**src/rtl/wb_arbiter_rr_pkg.sv**
```systemverilog
// Shared types for the round-robin Wishbone arbiter: FSM encoding and
// watchdog counter sizing.
package wb_arbiter_rr_pkg;

    typedef enum logic [1:0] {
        ST_IDLE = 2'd0,
        ST_BUSY = 2'd1,
        ST_GAP  = 2'd2
    } arb_state_t;

    // A disabled watchdog still gets a 1-bit counter so the declaration stays legal.
    function automatic int cnt_width(input int limit);
        return (limit > 0) ? $clog2(limit + 1) : 1;
    endfunction

endpackage

```
**src/rtl/wb_arbiter_rr_if.sv**
```systemverilog
// Bundle of upstream (s_*) and downstream (m_*) Wishbone signals around the
// arbiter; the slave modport is the arbiter's view, master is the environment's.
interface wb_arbiter_rr_if #(
    parameter int N  = 2,
    parameter int AW = 16,
    parameter int DW = 16
);
    logic [N*AW-1:0] s_addr;
    logic [N*DW-1:0] s_wdata;
    logic [DW-1:0]   s_rdata;
    logic [N-1:0]    s_cyc;
    logic [N-1:0]    s_we;
    logic [N-1:0]    s_ack;
    logic [AW-1:0]   m_addr;
    logic [DW-1:0]   m_wdata;
    logic [DW-1:0]   m_rdata;
    logic            m_cyc;
    logic            m_we;
    logic            m_ack;
    logic            err;

    modport slave (
        input  s_addr, s_wdata, s_cyc, s_we, m_rdata, m_ack,
        output s_rdata, s_ack, m_addr, m_wdata, m_cyc, m_we, err
    );

    modport master (
        output s_addr, s_wdata, s_cyc, s_we, m_rdata, m_ack,
        input  s_rdata, s_ack, m_addr, m_wdata, m_cyc, m_we, err
    );
endinterface

```
**src/rtl/wb_arbiter_rr_pick.sv**
```systemverilog
// Combinational round-robin picker: first set bit of req scanning upward
// from (last+1) mod N with wrap.
module arb_rr_pick #(
    parameter int N  = 2,
    parameter int LW = (N > 1) ? $clog2(N) : 1
) (
    input  logic [N-1:0]  req,
    input  logic [LW-1:0] last,
    output logic          valid,
    output logic [LW-1:0] idx
);

    // Priority scan; the first hit in rotation order wins.
    always_comb begin
        valid = 1'b0;
        idx   = '0;
        for (int k = 1; k <= N; k++) begin
            if (!valid && req[(int'(last) + k) % N]) begin
                valid = 1'b1;
                idx   = LW'((int'(last) + k) % N);
            end else begin
                valid = valid;
            end
        end
    end

endmodule

```
**src/rtl/wb_arbiter_rr.sv**
```systemverilog
// N-master round-robin Wishbone arbiter with latched request, a mandatory
// post-transfer gap cycle and an optional watchdog.
module wb_arbiter_rr
    import wb_arbiter_rr_pkg::*;
#(
    parameter int N       = 2,
    parameter int AW      = 16,
    parameter int DW      = 16,
    parameter int TIMEOUT = 0
) (
    input  logic              clk,
    input  logic              rst,
    wb_arbiter_rr_if.slave    bus
);

    localparam int              LW       = $clog2(N);
    localparam int              CW       = cnt_width(TIMEOUT);
    localparam bit              WDOG_EN  = (TIMEOUT > 0);
    localparam logic [CW-1:0]   CNT_LAST = CW'((TIMEOUT > 0) ? TIMEOUT - 1 : 0);
    localparam logic [CW-1:0]   CNT_MAX  = {CW{1'b1}};

    arb_state_t     state_r;
    logic [LW-1:0]  grant_r;
    logic [LW-1:0]  last_r;
    logic [CW-1:0]  cnt_r;
    logic [AW-1:0]  m_addr_r;
    logic [DW-1:0]  m_wdata_r;
    logic           m_we_r;
    logic           m_cyc_r;

    logic           pick_valid_s;
    logic [LW-1:0]  pick_idx_s;
    logic           ack_s;
    logic           expire_s;
    logic [N-1:0]   s_ack_s;
    logic [DW-1:0]  s_rdata_s;

    arb_rr_pick #(.N(N), .LW(LW)) u_pick (
        .req   (bus.s_cyc),
        .last  (last_r),
        .valid (pick_valid_s),
        .idx   (pick_idx_s)
    );

    // A genuine ack always beats watchdog expiry in the same cycle.
    assign ack_s    = (state_r == ST_BUSY) && bus.m_ack;
    assign expire_s = WDOG_EN && (state_r == ST_BUSY) && !bus.m_ack && (cnt_r == CNT_LAST);

    // Upstream ack and read data; ack is swallowed if the master has already gone away.
    always_comb begin
        s_ack_s   = '0;
        s_rdata_s = '0;
        if ((ack_s || expire_s) && bus.s_cyc[grant_r]) begin
            s_ack_s[grant_r] = 1'b1;
        end else begin
            s_ack_s = '0;
        end
        if (ack_s) begin
            s_rdata_s = bus.m_rdata;
        end else if (expire_s) begin
            s_rdata_s = {DW{1'b1}};
        end else begin
            s_rdata_s = '0;
        end
    end

    // Arbitration FSM with the latched downstream request.
    always_ff @(posedge clk or posedge rst) begin
        if (rst) begin
            state_r   <= ST_IDLE;
            grant_r   <= '0;
            last_r    <= LW'(N - 1);
            cnt_r     <= '0;
            m_addr_r  <= '0;
            m_wdata_r <= '0;
            m_we_r    <= 1'b0;
            m_cyc_r   <= 1'b0;
        end else begin
            case (state_r)
                ST_IDLE: begin
                    if (pick_valid_s) begin
                        grant_r   <= pick_idx_s;
                        last_r    <= pick_idx_s;
                        m_addr_r  <= bus.s_addr[pick_idx_s*AW +: AW];
                        m_wdata_r <= bus.s_wdata[pick_idx_s*DW +: DW];
                        m_we_r    <= bus.s_we[pick_idx_s];
                        m_cyc_r   <= 1'b1;
                        cnt_r     <= '0;
                        state_r   <= ST_BUSY;
                    end
                end
                ST_BUSY: begin
                    if (ack_s || expire_s) begin
                        m_cyc_r <= 1'b0;
                        state_r <= ST_GAP;
                    end else if (cnt_r != CNT_MAX) begin
                        cnt_r <= cnt_r + CW'(1);
                    end
                end
                ST_GAP: begin
                    state_r <= ST_IDLE;
                end
                default: begin
                    m_cyc_r <= 1'b0;
                    state_r <= ST_IDLE;
                end
            endcase
        end
    end

    assign bus.m_addr  = m_addr_r;
    assign bus.m_wdata = m_wdata_r;
    assign bus.m_we    = m_we_r;
    assign bus.m_cyc   = m_cyc_r;
    assign bus.s_ack   = s_ack_s;
    assign bus.s_rdata = s_rdata_s;
    assign bus.err     = expire_s;

endmodule

```
**src/flat_wrapper.sv**
```systemverilog
// flat-port wrapper written by rule: the top's interface ports become plain ports
module wb_arbiter_rr_flat import wb_arbiter_rr_pkg::*;
#(
    parameter int N       = 2,
    parameter int AW      = 16,
    parameter int DW      = 16,
    parameter int TIMEOUT = 0
)
  (clk, rst, bus_s_addr, bus_s_wdata, bus_s_cyc, bus_s_we, bus_m_rdata, bus_m_ack, bus_s_rdata, bus_s_ack, bus_m_addr, bus_m_wdata, bus_m_cyc, bus_m_we, bus_err);
  wb_arbiter_rr_if #(.N(N), .AW(AW), .DW(DW)) bus_i ();
  input  logic clk;
  input  logic rst;
  input wire logic [$bits(bus_i.s_addr)-1:0] bus_s_addr;
  input wire logic [$bits(bus_i.s_wdata)-1:0] bus_s_wdata;
  input wire logic [$bits(bus_i.s_cyc)-1:0] bus_s_cyc;
  input wire logic [$bits(bus_i.s_we)-1:0] bus_s_we;
  input wire logic [$bits(bus_i.m_rdata)-1:0] bus_m_rdata;
  input wire logic [$bits(bus_i.m_ack)-1:0] bus_m_ack;
  output wire logic [$bits(bus_i.s_rdata)-1:0] bus_s_rdata;
  output wire logic [$bits(bus_i.s_ack)-1:0] bus_s_ack;
  output wire logic [$bits(bus_i.m_addr)-1:0] bus_m_addr;
  output wire logic [$bits(bus_i.m_wdata)-1:0] bus_m_wdata;
  output wire logic [$bits(bus_i.m_cyc)-1:0] bus_m_cyc;
  output wire logic [$bits(bus_i.m_we)-1:0] bus_m_we;
  output wire logic [$bits(bus_i.err)-1:0] bus_err;
  assign bus_i.s_addr = bus_s_addr;
  assign bus_i.s_wdata = bus_s_wdata;
  assign bus_i.s_cyc = bus_s_cyc;
  assign bus_i.s_we = bus_s_we;
  assign bus_i.m_rdata = bus_m_rdata;
  assign bus_i.m_ack = bus_m_ack;
  assign bus_s_rdata = bus_i.s_rdata;
  assign bus_s_ack = bus_i.s_ack;
  assign bus_m_addr = bus_i.m_addr;
  assign bus_m_wdata = bus_i.m_wdata;
  assign bus_m_cyc = bus_i.m_cyc;
  assign bus_m_we = bus_i.m_we;
  assign bus_err = bus_i.err;
  wb_arbiter_rr #(.N(N), .AW(AW), .DW(DW), .TIMEOUT(TIMEOUT)) u_core (.clk(clk), .rst(rst), .bus(bus_i));
endmodule
```
**config.mk**
```make
export PLATFORM = sky130hd
export DESIGN_NAME = wb_arbiter_rr_flat
export DESIGN_NICKNAME = d
export VERILOG_FILES = /design/src/rtl/wb_arbiter_rr_pkg.sv /design/src/rtl/wb_arbiter_rr_if.sv /design/src/rtl/wb_arbiter_rr_pick.sv /design/src/rtl/wb_arbiter_rr.sv /design/src/flat_wrapper.sv
export SDC_FILE = /design/constraint.sdc
export NUM_CORES = 1
export LEC_CHECK = 0
export CAP_MARGIN = 25
export CORE_ASPECT_RATIO = 2
export CORE_MARGIN = 2
export CORE_UTILIZATION = 32
export DETAILED_ROUTE_END_ITERATION = 7
export HOLD_SLACK_MARGIN = 0.02
export PLACE_DENSITY = 0.86
export SYNTH_ARGS = -nofsm -noshare
export SYNTH_HDL_FRONTEND = slang
export SYNTH_SLANG_ARGS = --single-unit
```
**constraint.sdc**
```tcl
create_clock -name clk -period 1.8 [get_ports clk]
set_clock_uncertainty 0.2 [all_clocks]
set_input_delay 0.36 -clock clk [delete_from_list [all_inputs] [get_ports clk]]
set_output_delay 0.36 -clock clk [all_outputs]
set_load 0.02 [all_outputs]
```
==> run summary <==
status - finished with violations
failing checks - negative setup slack
vias - 1806
sw frac - 34.83%
Die Y-Extent - 117.9 um
Final Worst Setup Slack - -112.1 ps
class of the worst hold path - in -> async
Synth area leaders - dfrtp_1 45%, mux2_4 21%, mux2_2 20%, and2_1 4.8%, buf_6 2.2%
final WL - 6.165 mm
total track usage - 16.95%
fin cells - 391
clock transition at the registers of the reported paths - 60 ps
Peak VDD IR - 664.2 uV
count of pins over their slew limit - 0
IO Port Bufs - 138
total gr overflow - 0
gpl congestion - 0.7098
Async SR Flop Fraction - 100.0%
clk_lat worst skew - 270 ps
Synth cell types - 23
Ys Warns - 0
H-Tree Depth - 2
Sw Pwr - 1.952 mW
largest net degree at the start of global routing - 39
Final HPWL DP - 4.586 mm
drt first-iter violations - 18
final setup violating endpoints - 36
synthesized area per cell - 14.12 um^2
Final ANT Viol Nets - 0
Setup crit end kind - output port
pwr dens - 1369 nW/um^2
initial antenna violation count - 0
Reg2Reg Depth - 5
max cap viols - 0
clock group share of total power - 15.5%
I/O pin cnt - 140
number of flops mapped to enable cells by yosys - 0
Mapped Cells - 147
row cnt - 41
core footprint - 6310 um^2
Post-CTS Hold Fix Bufs - 0
vias per cell - 4.619
#FFs+latches synth - 38
WS Path Type - reg -> out
CTS tree - built
clock buffer depth - 2
Fin. Hold Viols - 0
setup_tns - -2567 ps
CP Launch Type - flop
CTS buffer count - 5
diodes inserted - 0
nets - 391
Critical Path AT - 1350 ps
Seq/Total Area, Yosys - 45.87%
fmax - 523.0 MHz
Int Power - 3.653 mW
Final period util - 106.2%
Synth top cells by count - 37 x dfrtp_1, 37 x mux2_2, 29 x mux2_4, 16 x and2_1, 4 x buf_6
sequential share of power - 27.0%
leakage - 2.015 nW
Residual DRC - 0
first-pass GRT wire length - 9.156 mm
Inst Count DP - 376
RSZ-0062 raised after global routing - true
drt pass-1 iters - 4
Synth-to-Final Area Change - 97.29%
fraction of layout cells with a size suffix above 1 - 40.98%
Final Critical Period - 1912 ps
Post-Syn Nets - 234
DR WL/cell - 15.77 um
clk root buf - clkbuf_16
Logic pwr share - 57.5%
clock sink total - 38
Initial Util - 32.90%
chip width - 60.95 um
top cell type's share of synthesized area - 44.61%
vias in the first global route - 2033
critical path required time - 1240 ps
worst-path maximum fanout - 9
cell type with the largest total area after synthesis - dfrtp_1
die area - 7186 um^2
top_reg_cell synth - dfrtp_1
Mapped Area - 2076 um^2
[sequential cells by signal (all words and copies together) (netlist names)]
signal / cells
u_core.bus.m_addr: 16
u_core.last_r: 1
u_core.grant_r: 1
u_core.bus.m_wdata: 16
u_core.bus.m_cyc: 1
u_core.state_r: 2
u_core.bus.m_we: 1
[repair_timing]
action | 4_1_cts | 5_1_grt
gates resized for setup | 140 | 36
setup buffers | 2 | 3
cloned | 4 | 0
endpoints found under the setup margin | 67 | 57
pin swaps | 1 | 1
[stage by stage]
| stage | setup slack [ps] | hold WS [ps] | power (mW) | util [%] | instance area, um^2 |
|---|---|---|---|---|---|
| 6_report | -112.1 | 236.5 | 5.606 | 64.90 | 4095 |
| 5_1_grt | -181.0 | 266.6 | 5.900 | 64.90 | 4095 |
| 4_1_cts | -94.97 | 243.8 | 5.623 | 63.26 | 3991 |
| 3_5_place_dp | -767.4 | 268.7 | 4.663 | 58.28 | 3677 |
| 3_3_place_gp | -756.0 | 261.6 | 4.578 | 58.28 | 3677 |
| 2_1_floorplan | 20.63 | 222.9 | 3.131 | - | 2085 |
[cell families (layout without fill, tap and decap cells)]
| family | count (synthesis) | in the layout | share of synthesized area (%) |
|---|---|---|---|
| buffers and inverters | 11 | 169 | 3.797 |
| AND/OR/NAND/NOR | 24 | 24 | 6.812 |
| multiplexers | 66 | 66 | 41.05 |
| other | 1 | 1 | 0.1807 |
| AO/OA/AOI/OAI | 7 | 7 | 2.291 |
| flip-flops | 38 | 38 | 45.87 |
[final timing paths]
| kind | from | to | slack [ps] |
|---|---|---|---|
| worst max register to register | u_core.last_r | u_core.bus.m_addr[12] | -110 |
| worst min register to register | u_core.bus.m_cyc | u_core.bus.m_cyc | 290 |
| min in group clk | bus_m_ack | u_core.state_r[0] | 280 |
| worst min-delay path | rst | u_core.bus.m_cyc | 240 |
| max in group asynchronous | rst | u_core.last_r | 910 |
| worst max-delay path | u_core.state_r[1] | bus_s_ack[1] | -110 |
[power by group through the flow]
stage | sequential, mW | clock, mW | combinational [mW]
2_1_floorplan | 2.01 | 0 | 1.12
5_1_grt | 1.57 | 0.936 | 3.39
4_1_cts | 1.52 | 0.901 | 3.21
3_5_place_dp | 1.53 | 0 | 3.14
6_report | 1.51 | 0.870 | 3.22
3_3_place_gp | 1.50 | 0 | 3.08
[worst max-delay path, cell delays in order (launching register included)]
cell	delay (ps)
dfrtp_1	370
nand2b_4	160
nor2_4	110
buf_6	130
and3_1	180
buf_6	120
[routing by layer]
layer,share of wire (%),wire length [um],vias up,global-route usage [%]
li1,-,-,825,-
met1,29,1803,875,14.06
met2,62,3827,90,35.22
met3,5.6,345,16,2.637
met4,3.1,189,0,6.114
met5,0,0,-,0
[cell usage in the layout, fill, tap and decap left out, types with 8 or more instances in the layout]
cell type	count
clkdlybuf4s50_1	84
dlymetal6s2s_1	17
mux2_2	28
and2_1	9
dlygate4sd2_1	18
mux2_4	38
buf_6	21
dfrtp_1	37
buf_4	8
[layout make-up]
class / instances / area (um^2)
clock buffers: 7 / 142.6
clock inverters: 1 / 5.005
fillers: 494 / 2215
inverters: 2 / 7.507
multi-input cells: 98 / 1140
flip-flops and latches: 38 / 952.2
well taps: 86 / 107.6
repair buffers: 159 / 1740
(Power assumes the default switching activity.)
